`config.mk`:
```
export PLATFORM = sky130hd
export DESIGN_NAME = dmx_frame_receiver
export DESIGN_NICKNAME = d
export VERILOG_FILES = /design/src/rtl/dmx_frame_receiver.sv
export SDC_FILE = /design/constraint.sdc
export NUM_CORES = 1
export LEC_CHECK = 0
export CAP_MARGIN = 20
export CELL_PAD_IN_SITES_DETAIL_PLACEMENT = 0
export CELL_PAD_IN_SITES_GLOBAL_PLACEMENT = 1
export CORE_UTILIZATION = 46
export DETAILED_ROUTE_END_ITERATION = 10
export PLACE_DENSITY = 0.79
export RECOVER_POWER = 50
export SYNTH_ARGS = -nofsm -noshare
export SYNTH_HDL_FRONTEND = slang
export SYNTH_SLANG_ARGS = --single-unit
```
`constraint.sdc`:
```
create_clock -name clk -period 3.7 [get_ports clk]
set_input_delay 0.925 -clock clk [delete_from_list [all_inputs] [get_ports clk]]
set_output_delay 0.925 -clock clk [all_outputs]
set_load 0.005 [all_outputs]
```
`src/rtl/dmx_frame_receiver.sv`:
```
// DMX512 frame receiver: input synchroniser, majority-vote bit sampling,
// BREAK/MAB detection and slot reception with frame-level status pulses.
module dmx_frame_receiver #(
  parameter int CLK_FREQ     = 20_000_000,
  parameter int BAUD_RATE    = 250_000,
  parameter int STOP_BITS    = 2,
  parameter int BREAK_MIN_US = 88,
  parameter int MAB_MIN_US   = 8,
  parameter int SLOT_TMO_US  = 44,
  parameter int MAX_SLOTS    = 512,
  localparam int SLOT_W      = $clog2(MAX_SLOTS + 1)
) (
  input  logic              clk,
  input  logic              rst_n,
  input  logic              en,
  input  logic              rx_in,
  output logic              slot_valid,
  output logic [7:0]        slot_data,
  output logic [SLOT_W-1:0] slot_index,
  output logic              frame_start,
  output logic              frame_end,
  output logic [SLOT_W-1:0] slot_count,
  output logic              frame_err,
  output logic              short_break
);

  // Timing constants in clock cycles
  localparam int BIT_TIME  = CLK_FREQ / BAUD_RATE;
  localparam int HALF_BIT  = BIT_TIME / 2;
  localparam int BREAK_MIN = int'((longint'(BREAK_MIN_US) * longint'(CLK_FREQ)) / longint'(1_000_000));
  localparam int MAB_MIN   = int'((longint'(MAB_MIN_US) * longint'(CLK_FREQ)) / longint'(1_000_000));
  localparam int SLOT_TMO  = int'((longint'(SLOT_TMO_US) * longint'(CLK_FREQ)) / longint'(1_000_000));
  localparam int T_MAX_A   = (BREAK_MIN > SLOT_TMO) ? BREAK_MIN : SLOT_TMO;
  localparam int T_MAX_B   = (MAB_MIN > BIT_TIME) ? MAB_MIN : BIT_TIME;
  localparam int T_MAX     = (T_MAX_A > T_MAX_B) ? T_MAX_A : T_MAX_B;
  // One spare bit so saturating counters always reach every threshold
  localparam int CNT_W     = $clog2(T_MAX + 1) + 1;

  localparam logic [CNT_W-1:0]  BREAK_MIN_C   = CNT_W'(BREAK_MIN);
  localparam logic [CNT_W-1:0]  MAB_MIN_C     = CNT_W'(MAB_MIN);
  localparam logic [CNT_W-1:0]  SLOT_TMO_C    = CNT_W'(SLOT_TMO);
  localparam logic [CNT_W-1:0]  BIT_TIME_C    = CNT_W'(BIT_TIME);
  localparam logic [CNT_W-1:0]  FIRST_SMP_C   = CNT_W'(HALF_BIT + 1);
  localparam logic [1:0]        LAST_STOP_C   = 2'(STOP_BITS - 1);
  localparam logic [SLOT_W-1:0] MAX_IDX_C     = SLOT_W'(MAX_SLOTS);

  typedef enum logic [3:0] {
    S_WAIT_BREAK,
    S_BREAK,
    S_MAB,
    S_START,
    S_DATA,
    S_STOP,
    S_INTERSLOT,
    S_END_FRAME,
    S_OVF_END,
    S_IGNORE
  } state_t;

  state_t state, state_next;

  logic              rx_meta, rx_s, rx_d1, rx_d2;
  logic [CNT_W-1:0]  low_run, high_run, tmr;
  logic [2:0]        bit_cnt;
  logic [1:0]        stop_cnt;
  logic [7:0]        shift;
  logic [SLOT_W-1:0] idx, last_valid;
  logic              frame_active;
  logic              vote, timed, sample_due;
  logic              sv_next, fs_next, fe_next, err_next, sb_next;

  // Majority of the samples one clock before, at and after the bit centre
  assign vote       = (rx_d2 & rx_d1) | (rx_d2 & rx_s) | (rx_d1 & rx_s);
  assign timed      = (state == S_START) || (state == S_DATA) || (state == S_STOP);
  assign sample_due = (state == S_START) ? (tmr == FIRST_SMP_C) : (tmr == BIT_TIME_C);
  assign slot_index = idx;

  // Two-flop synchroniser plus two history taps for the vote, idle high
  always_ff @(posedge clk or negedge rst_n) begin
    if (!rst_n) begin
      rx_meta <= 1'b1;
      rx_s    <= 1'b1;
      rx_d1   <= 1'b1;
      rx_d2   <= 1'b1;
    end else begin
      rx_meta <= rx_in;
      rx_s    <= rx_meta;
      rx_d1   <= rx_s;
      rx_d2   <= rx_d1;
    end
  end

  // Saturating run lengths of the current line level; a BREAK that starts
  // inside a failed slot is therefore measured from its true beginning
  always_ff @(posedge clk or negedge rst_n) begin
    if (!rst_n) begin
      low_run  <= '0;
      high_run <= '0;
    end else if (!en) begin
      low_run  <= '0;
      high_run <= '0;
    end else if (rx_s) begin
      low_run  <= '0;
      if (high_run != '1) high_run <= high_run + 1'b1;
    end else begin
      high_run <= '0;
      if (low_run != '1) low_run <= low_run + 1'b1;
    end
  end

  // State register
  always_ff @(posedge clk or negedge rst_n) begin
    if (!rst_n) state <= S_WAIT_BREAK;
    else        state <= state_next;
  end

  // Next-state decode
  always_comb begin
    state_next = state;
    case (state)
      S_END_FRAME: state_next = S_WAIT_BREAK;
      S_OVF_END:   state_next = en ? S_IGNORE : S_WAIT_BREAK;
      default: begin
        if (!en) begin
          state_next = frame_active ? S_END_FRAME : S_WAIT_BREAK;
        end else begin
          case (state)
            S_WAIT_BREAK: if (!rx_s) state_next = S_BREAK;
            S_BREAK:      if (rx_s) state_next = (low_run >= BREAK_MIN_C) ? S_MAB : S_WAIT_BREAK;
            S_MAB:        if (!rx_s) state_next = (high_run >= MAB_MIN_C) ? S_START : S_BREAK;
            S_START: begin
              if (sample_due) begin
                if (!vote)             state_next = S_DATA;
                else if (frame_active) state_next = S_END_FRAME;
                else                   state_next = S_WAIT_BREAK;
              end
            end
            S_DATA:       if (sample_due && bit_cnt == 3'd7) state_next = S_STOP;
            S_STOP: begin
              if (sample_due) begin
                if (!vote)                          state_next = S_END_FRAME;
                else if (stop_cnt == LAST_STOP_C)   state_next = (idx == MAX_IDX_C) ? S_OVF_END : S_INTERSLOT;
              end
            end
            S_INTERSLOT: begin
              if (!rx_s)                    state_next = S_START;
              else if (tmr >= SLOT_TMO_C)   state_next = S_END_FRAME;
            end
            S_IGNORE:     if (low_run >= BREAK_MIN_C) state_next = S_BREAK;
            default:      state_next = S_WAIT_BREAK;
          endcase
        end
      end
    endcase
  end

  // Output pulse decode; frame_err and frame_end never share a clock
  always_comb begin
    sv_next  = 1'b0;
    fs_next  = 1'b0;
    fe_next  = 1'b0;
    err_next = 1'b0;
    sb_next  = 1'b0;
    if (en) begin
      sv_next  = (state == S_STOP) && sample_due && vote && (stop_cnt == LAST_STOP_C);
      fs_next  = (state == S_START) && sample_due && !vote && (idx == '0);
      err_next = ((state == S_START) && sample_due && vote) ||
                 ((state == S_STOP) && sample_due && !vote);
      sb_next  = (state == S_BREAK) && rx_s && (low_run < BREAK_MIN_C);
    end
    fe_next = frame_active && ((state == S_END_FRAME) || (state == S_OVF_END));
  end

  // Bit timer, shift register, slot index and frame bookkeeping
  always_ff @(posedge clk or negedge rst_n) begin
    if (!rst_n) begin
      tmr          <= '0;
      bit_cnt      <= '0;
      stop_cnt     <= '0;
      shift        <= '0;
      idx          <= '0;
      last_valid   <= '0;
      frame_active <= 1'b0;
    end else begin
      if (state_next != state || (timed && sample_due)) tmr <= CNT_W'(1);
      else if (tmr != '1)                                tmr <= tmr + 1'b1;

      if (state == S_START) bit_cnt <= '0;
      else if (state == S_DATA && sample_due) begin
        bit_cnt <= bit_cnt + 1'b1;
        shift   <= {vote, shift[7:1]};
      end

      if (state != S_STOP)     stop_cnt <= '0;
      else if (sample_due)     stop_cnt <= stop_cnt + 1'b1;

      if (state == S_MAB && state_next == S_START)            idx <= '0;
      else if (state == S_INTERSLOT && state_next == S_START) idx <= idx + 1'b1;

      if (fs_next)      last_valid <= '0;
      else if (sv_next) last_valid <= idx;

      if (fe_next)      frame_active <= 1'b0;
      else if (fs_next) frame_active <= 1'b1;
    end
  end

  // Registered outputs
  always_ff @(posedge clk or negedge rst_n) begin
    if (!rst_n) begin
      slot_valid  <= 1'b0;
      slot_data   <= '0;
      frame_start <= 1'b0;
      frame_end   <= 1'b0;
      slot_count  <= '0;
      frame_err   <= 1'b0;
      short_break <= 1'b0;
    end else begin
      slot_valid  <= sv_next;
      frame_start <= fs_next;
      frame_end   <= fe_next;
      frame_err   <= err_next;
      short_break <= sb_next;
      if (sv_next) slot_data  <= shift;
      if (fe_next) slot_count <= last_valid;
    end
  end

endmodule

```
* Word level (Yosys, flattened, before mapping) *
Cells that the tools add are included.

storage, ports and cells
  flip-flop bits (word level) = 101
  bits of input ports = 4
  output and inout port bits = 33

cells by class
  add/sub/neg operators = 6
  $lt $le $gt $ge = 4
  eq/ne operators = 22
  multiplexer cells = 43
  bitwise gates (word level) = 6
  reductions and logical operators = 31

operator list
  operator                 count
  $mux W12                 8
  $mux W4                  14
  $mux W10                 4
  $add A12 B1 Y12 const B  3
  $ne A12 B12 Y1 const B   3
  $pmux W4 S8              1
  $eq A4 B3 Y1 const B     4
  $logic_and A1 B1 Y1      16
  $eq A12 B6 Y1 const B    1
  $eq A12 B7 Y1 const B    1
  $eq A4 B2 Y1 const B     3
  $ge A12 B10 Y1 const B   1
  $ge A12 B11 Y1 const B   1
  $ge A12 B8 Y1 const B    1
  $lt A12 B11 Y1 const B   1
  $mux W3                  4
  $reduce_bool A2 Y1       6
  $add A10 B1 Y10 const B  1
  $eq A10 B10 Y1 const B   1
  $logic_not A10 Y1        1
  $eq A4 B4 Y1 const B     2
  $mux W2                  4
  $pmux W4 S2              1
  $mux W1                  7
  16 further kinds         23

* Depth between registers and ports, before layout *
Gate-level depths: netlist of the first run.

  depth after elaboration = 12
  gate-level depth with buffers = 10

* Worst setup path after synthesis of the first run *
Ideal clock, no wire load.

  path kind = input -> register
  start = in en
  end = reg tmr[0]
  setup time = 0.131 ns
  arrival time = 2.615 ns
  data required time = 3.569 ns
  setup slack = 0.954 ns
  stages on the path = 6
  buffers on the path = 1
  path through = clkbuf_1 > o211ai_2 > a311o_2 > and3_1 > or3_4 > or3_1

on the way
  word-level cells in the longest chain between the ends = 5

RTL lines
  element                                         RTL line  text
  start: declaration                              15        input logic en,
  $mux W4 (on tied branches)                      124, 122
  $pmux W4 S2 *                                   120       case (state)
  $ne A4 B4 Y1 *                                  185       if (state_next != state || (timed && sample_due)) tmr <= CNT_W'(1);
  $logic_or A1 B1 Y1 *                            185
  $mux W12 or $reduce_bool A2 Y1 (tied branches)  n/a
  end signal: assignment                          186       else if (tmr != '1) tmr <= tmr + 1'b1;
  end: declaration                                63        logic [CNT_W-1:0] low_run, high_run, tmr;

Mark *: on every way between the ends. The rest lies on a longest branch, timed or not.
A chain may end at the register's enable or synchronous reset.

* Final worst setup path of the first run *
Ends and elaborated chain as after synthesis.

==> metrics.cfg, run 1 <==
[cells_and_area]
syn2layout_area_growth_pct = 13.6
seqCellArea_sq_um = 2530
fill_cells = 980
antenna_cells = 0
fin_nets = 541
multi_input_area_sq_um = 2330
drive_gt1_share_pct = 10.9

[critical_path]
crit_family = simple AND/OR/NAND/NOR gates
cp.required_ps = 3960
r2r_cells = 8
slowest_stage = dlygate4sd3_1
crit_buf_inv = 2
r2r_slack_ps = 600
critPathMaxStageDelay_ps = 570
critPathMaxFanout = 12
cp-end-kind = flip-flop
worstSetupPathType = input pin to flip-flop
reg2reg_from = state[3]$_DFF_PN0_
start_kind = input pin
reg2reg_to = tmr[7]$_DFFE_PN0P_
cp.arrival_ps = 3500
path_depth = 7
worstPathCellList = dlygate4sd3_1, clkbuf_1, o211ai_2, a311o_2, and3_1, or3_4, or3_1

[yosys]
yosysTopAreaCell = dfrtp_1
synth_nets = 505
synth.top_cell.area_share_pct = 48.4
async_reset_ff_share_pct = 100
syn_area_sq_um = 5020
synth-edff-count = 0
ys.warnings.count = 0
ys_ff_latch = 101
syn_area_per_cell_sq_um = 10.2
ys_seq_area_share_pct = 50.5
synthFlopType = dfrtp_1
synth_cell_types = 70
syn_inst = 490
synth_area_leaders = dfrtp_1 (48%), nand2_1 (4.9%), nor2_1 (4.1%), xor2_1 (3.7%), mux2_2 (3.1%)

[sta]
max_freq_mhz = 308
maxSlewViolCount = 0
rsz0062_at_grt = no
fin_ws_ps = 455
fin_setup_tns_ps = 0
relSlewSlack_pct = 13.8
min_period_ps = 3250
final.period_utilization_pct = 87.7
worst_slew_pin_slew_ps = 1290
fin_skew_ps = 9.34
final-setup-viol-count = 0
finalHoldViolCount = 0

[global_routing]
grt_antenna_before_repair = 0
grt_pass1_vias = 3578
overflow = 0
grt_max_degree = 54
grtUsageTotal_pct = 19.1
grt_pass1_wl_um = 17200

[clock_network]
hold_buffers = 0
post-cts-setup-buffers = 0
path_clk_slew_ps = 100
cts_root_buffer = clkbuf_8
cts.sinks = 101
cts_max_level = 3
cts_tree = built
clk_latency_ps = 370
numCtsBuffers = 9
cts_buffer_depth = 2
cts.repair.resized = 0

[floorplan]
core_sq_um = 10500
num_rows = 37
die-area_sq_um = 11300
die_y_um = 106
die_w_um = 106
ios = 37
start_util_pct = 48.0

[drt]
totalWireLength_um = 10100
maxUsedRoutingLayer = met4
vias = 3696
firstDrtPassIters = 4
vias_per_cell = 5.54
dr_wl_met3_um = 317
final_antenna_net_count = 0
remaining_drc_errors = 0
drt-met1-wl_um = 4870
wl_met2_um = 4800
drt-initial-drc-count = 209
wire_per_inst_um = 15.1

[worst_hold_path]
holdPathEnd = rx_s$_DFF_PN1_
worstHoldStart = rx_meta$_DFF_PN1_
hold_path.class = flip-flop to flip-flop
worstHoldPathCells = 0

[power_and_ir_drop]
powerDensity_nw_per_um2 = 432
power.leakage_nw = 2.50
ir_drop_mv = 0.247

[placement]
place_hpwl_um = 7140
post-place-ws_ps = 246
io_buffers = 36
place.gp.congestion = 0.878

[job]
drv_cap = 0

[status]
status = finished, final reports clean

## cell usage after synthesis (6+ instances only)
cell type  instances
dfrtp_1           97
nand2_1           65
nor2_1            55
nand3_1           23
xor2_1            21
inv_1             16
nor3_1            15
mux2_2            14
xnor2_1           14
nand4_1           13
a21oi_1           12
clkbuf_1          12
a22o_1            11
and3_1            11
ha_1              11
o21ai_0            7
buf_2              6
## sequential cells by signal, indices dropped and copies added (netlist names), 2 cells and up
signal	count
state	4
slot_index	10
slot_count	10
stop_cnt	2
last_valid	10
slot_data	8
bit_cnt	3
high_run	12
low_run	12
tmr	12
shift	8
## metal layers
layer / track usage, % / up-vias
met2: 30.1 / 49
met5: 0 / -
met4: 5.68 / 0
li1: - / 1786
met3: 3.99 / 11
met1: 26.4 / 1850
## worst register-to-register path, cell delays in order, from the launching register on
cell and delay [ps]:
dfrtp_1 620, nor4bb_4 130, or4_4 570, a21oi_4 280
nor4b_4 310, a21oi_2 140, o22ai_1 630, buf_4 270
a211oi_2 40
## stage by stage
step / cell area (sq um) / utilization, % / total power, W / instances / hold WS, ps
2_1_floorplan: 5020 / - / 0.00166 / 490 / 345
3_3_place_gp: 5530 / 52.9 / 0.00181 / 651 / 347
3_5_place_dp: 5530 / 52.9 / 0.00182 / 651 / 347
4_1_cts: 5720 / 54.7 / 0.00250 / 667 / 361
5_1_grt: 5700 / 54.5 / 0.00260 / 667 / 377
6_report: 5700 / 54.5 / 0.00246 / 667 / 367
## where the power goes
group / internal [W] / total [W] / switching [W]
Sequential: 0.00115 / 0.00122 / 0.0000687
Clock: 0.000274 / 0.000669 / 0.000396
Combinational: 0.000218 / 0.000576 / 0.000358
## area by class of cell
class / instances / area share, %
flip-flops and latches: 101 / 44.4
repair buffers: 46 / 7.38
inverters: 16 / 1.05
multi-input cells: 352 / 40.8
clock inverters: 6 / 0.922
well taps: 136 / 2.99
clock buffers: 10 / 2.41
## cells in the final DEF, fill, tap and decap left out, types with 13 or more instances in the layout
master / count
clkdlybuf4s50_1: 33
dfrtp_1: 97
inv_1: 16
mux2_2: 14
nand2_1: 65
nand3_1: 23
nand4_1: 13
nor2_1: 55
nor3_1: 14
xnor2_1: 14
xor2_1: 21
## worst max-delay path by stage
stage                             from                 end  slack, ps
finish                              en  tmr[0]$_DFFE_PN0P_        450
global route        state[3]$_DFF_PN0_  tmr[1]$_DFFE_PN0P_        320
CTS                 state[3]$_DFF_PN0_  tmr[7]$_DFFE_PN0P_        550
detailed placement                  en  tmr[7]$_DFFE_PN0P_        250
global placement                    en  tmr[7]$_DFFE_PN0P_        300
floorplan                           en  tmr[0]$_DFFE_PN0P_        950
## logic make-up (layout without fill, tap and decap cells)
kind of cell / Yosys count / in the layout / share of synthesized area [%]
AOI/OAI and AO/OA: 60 / 60 / 9.10
DFF: 101 / 101 / 50.5
muxes: 20 / 20 / 4.39
and+or+nand+nor: 225 / 225 / 23.7
xor gates and xnor gates: 35 / 35 / 6.11
buffers and inverters: 37 / 78 / 3.29
adders and majority gates: 12 / 12 / 2.94
No activity file was read; power rests on OpenSTA's default activity.
==> run 2, diff against run 1 <==
--- a/config.mk
+++ b/config.mk
@@ -12,6 +12,7 @@
 export DETAILED_ROUTE_END_ITERATION = 10
 export PLACE_DENSITY = 0.79
 export RECOVER_POWER = 50
+export SETUP_SLACK_MARGIN = 0.4
 export SYNTH_ARGS = -nofsm -noshare
 export SYNTH_HDL_FRONTEND = slang
 export SYNTH_SLANG_ARGS = --single-unit
==> run 2 against run 1 <==
Net effect:
- utilization grew 0.060 points
- register-to-register slack gained 180 ps
- sequential share of layout area is essentially flat
- final cell count is the same
- critical path type unchanged
==> metrics.cfg, run 2 (synthesis results as in run 1) <==
[clock_network]
cts_tree = built
clk_latency_ps = 370
path_clk_slew_ps = 100
numCtsBuffers = 9
cts_buffer_depth = 2
post-cts-setup-buffers = 0
cts.sinks = 101
cts_max_level = 3
cts_root_buffer = clkbuf_8

[floorplan]
ios = 37
core_sq_um = 10500
num_rows = 37
die-area_sq_um = 11300
start_util_pct = 48.0
die_y_um = 106
die_w_um = 106

[cells_and_area]
antenna_cells = 0
top_regs = high_run x12, low_run x12, tmr x12
final_cell_mix = dfrtp_1 (97), nand2_1 (65), nor2_1 (55)
syn2layout_area_growth_pct = 13.7
fill_cells = 981
fin_nets = 541
drive_gt1_share_pct = 11.1
final_common_cell = dfrtp_1

[drt]
remaining_drc_errors = 0
totalWireLength_um = 10100
firstDrtPassIters = 4
final_antenna_net_count = 0
drt-initial-drc-count = 226
vias_per_cell = 5.53
wire_per_inst_um = 15.1
vias = 3689

[sta]
fin_ws_ps = 454
min_period_ps = 3250
final.period_utilization_pct = 87.7
relSlewSlack_pct = 13.6
final-setup-viol-count = 0
fin_setup_tns_ps = 0
fin_skew_ps = 9.51
maxSlewViolCount = 0
max_freq_mhz = 308
rsz0062_at_grt = no
finalHoldViolCount = 0
worst_slew_pin_slew_ps = 1300

[placement]
place.gp.congestion = 0.878
io_buffers = 36
place_hpwl_um = 7140
post-place-ws_ps = 246

[critical_path]
cp.required_ps = 3960
start_kind = input pin
worstSetupPathType = input pin to flip-flop
critPathMaxFanout = 12
r2r_cells = 7
critPathMaxStageDelay_ps = 570
cp.arrival_ps = 3500
slowest_stage = dlygate4sd3_1
worstPathCellList = dlygate4sd3_1, clkbuf_1, o211ai_2, a311o_2, and3_1, or3_4, or3_1
cp-end-kind = flip-flop

[worst_hold_path]
hold_path.class = flip-flop to flip-flop
worstHoldPathCells = 0

[global_routing]
grtUsageTotal_pct = 19.1
grt_pass1_wl_um = 17200
overflow = 0
grt_antenna_before_repair = 0
grt_max_degree = 54
grt_pass1_vias = 3578

[job]
drv_cap = 0

[power_and_ir_drop]
ir_drop_mv = 0.248
power.leakage_nw = 2.51
powerDensity_nw_per_um2 = 433

[status]
status = finished, final reports clean

run 2: cell counts in the layout (fill, tap and decap cells not counted):
Identical to the previous run, type by type.
run 2: repair_timing:
action / CTS / global route
resized for setup: 0 / 1
hold endpoints to repair: 0 / 0
hold buffers: 0 / 0
setup endpoints to repair: 0 / 5
run 2: area by class of cell:
type / count / area [sq um] / area share, %
multi-input combinational: 352 / 2330 / 40.9
tap: 136 / 170 / 2.98
inverter: 16 / 60.1 / 1.05
timing repair buffer: 46 / 420 / 7.37
clock inverter: 6 / 52.6 / 0.921
sequential: 101 / 2530 / 44.4
clock buffer: 10 / 138 / 2.41
run 2: stage by stage:
stage / instance area [sq um] / utilization (%) / hold WS (ps) / total power [W] / cells
2_1_floorplan: 5020 / - / 345 / 0.00166 / 490
3_3_place_gp: 5530 / 52.9 / 347 / 0.00181 / 651
3_5_place_dp: 5530 / 52.9 / 347 / 0.00182 / 651
4_1_cts: 5720 / 54.7 / 361 / 0.00250 / 667
5_1_grt: 5710 / 54.5 / 377 / 0.00261 / 667
6_report: 5710 / 54.5 / 367 / 0.00247 / 667
run 2: path summary, 6_finish.rpt:
| path | slack, ps | start | endpoint |
|---|---|---|---|
| max in group asynchronous | 1090 | rst_n | state[3]$_DFF_PN0_ |
| worst max register to register | 780 | state[3]$_DFF_PN0_ | tmr[0]$_DFFE_PN0P_ |
| worst min-delay path | 370 | rx_meta$_DFF_PN1_ | rx_s$_DFF_PN1_ |
| worst max-delay path | 450 | en | tmr[0]$_DFFE_PN0P_ |
| worst min register to register | 370 | rx_meta$_DFF_PN1_ | rx_s$_DFF_PN1_ |
| min in group asynchronous | 830 | rst_n | tmr[11]$_DFFE_PN0P_ |
run 2: critical path: cells and delay by family:
kind | cells | cell delay, ps
simple gates | 3 | 1030
compound gates | 2 | 670
buf+inv | 2 | 880
run 2: where the power goes:
group          switching, W  internal [W]
Combinational      0.000362      0.000222
Clock              0.000394      0.000274
Sequential        0.0000687       0.00115
run 2: layer usage:
metal | vias up | part of all wire (%) | global-route usage (%)
met1 | 1842 | 48 | 26.4
met5 | - | 0 | 0
met3 | 11 | 3.3 | 3.99
met2 | 53 | 47 | 30.1
li1 | 1783 | - | -
met4 | 0 | 1.2 | 5.68
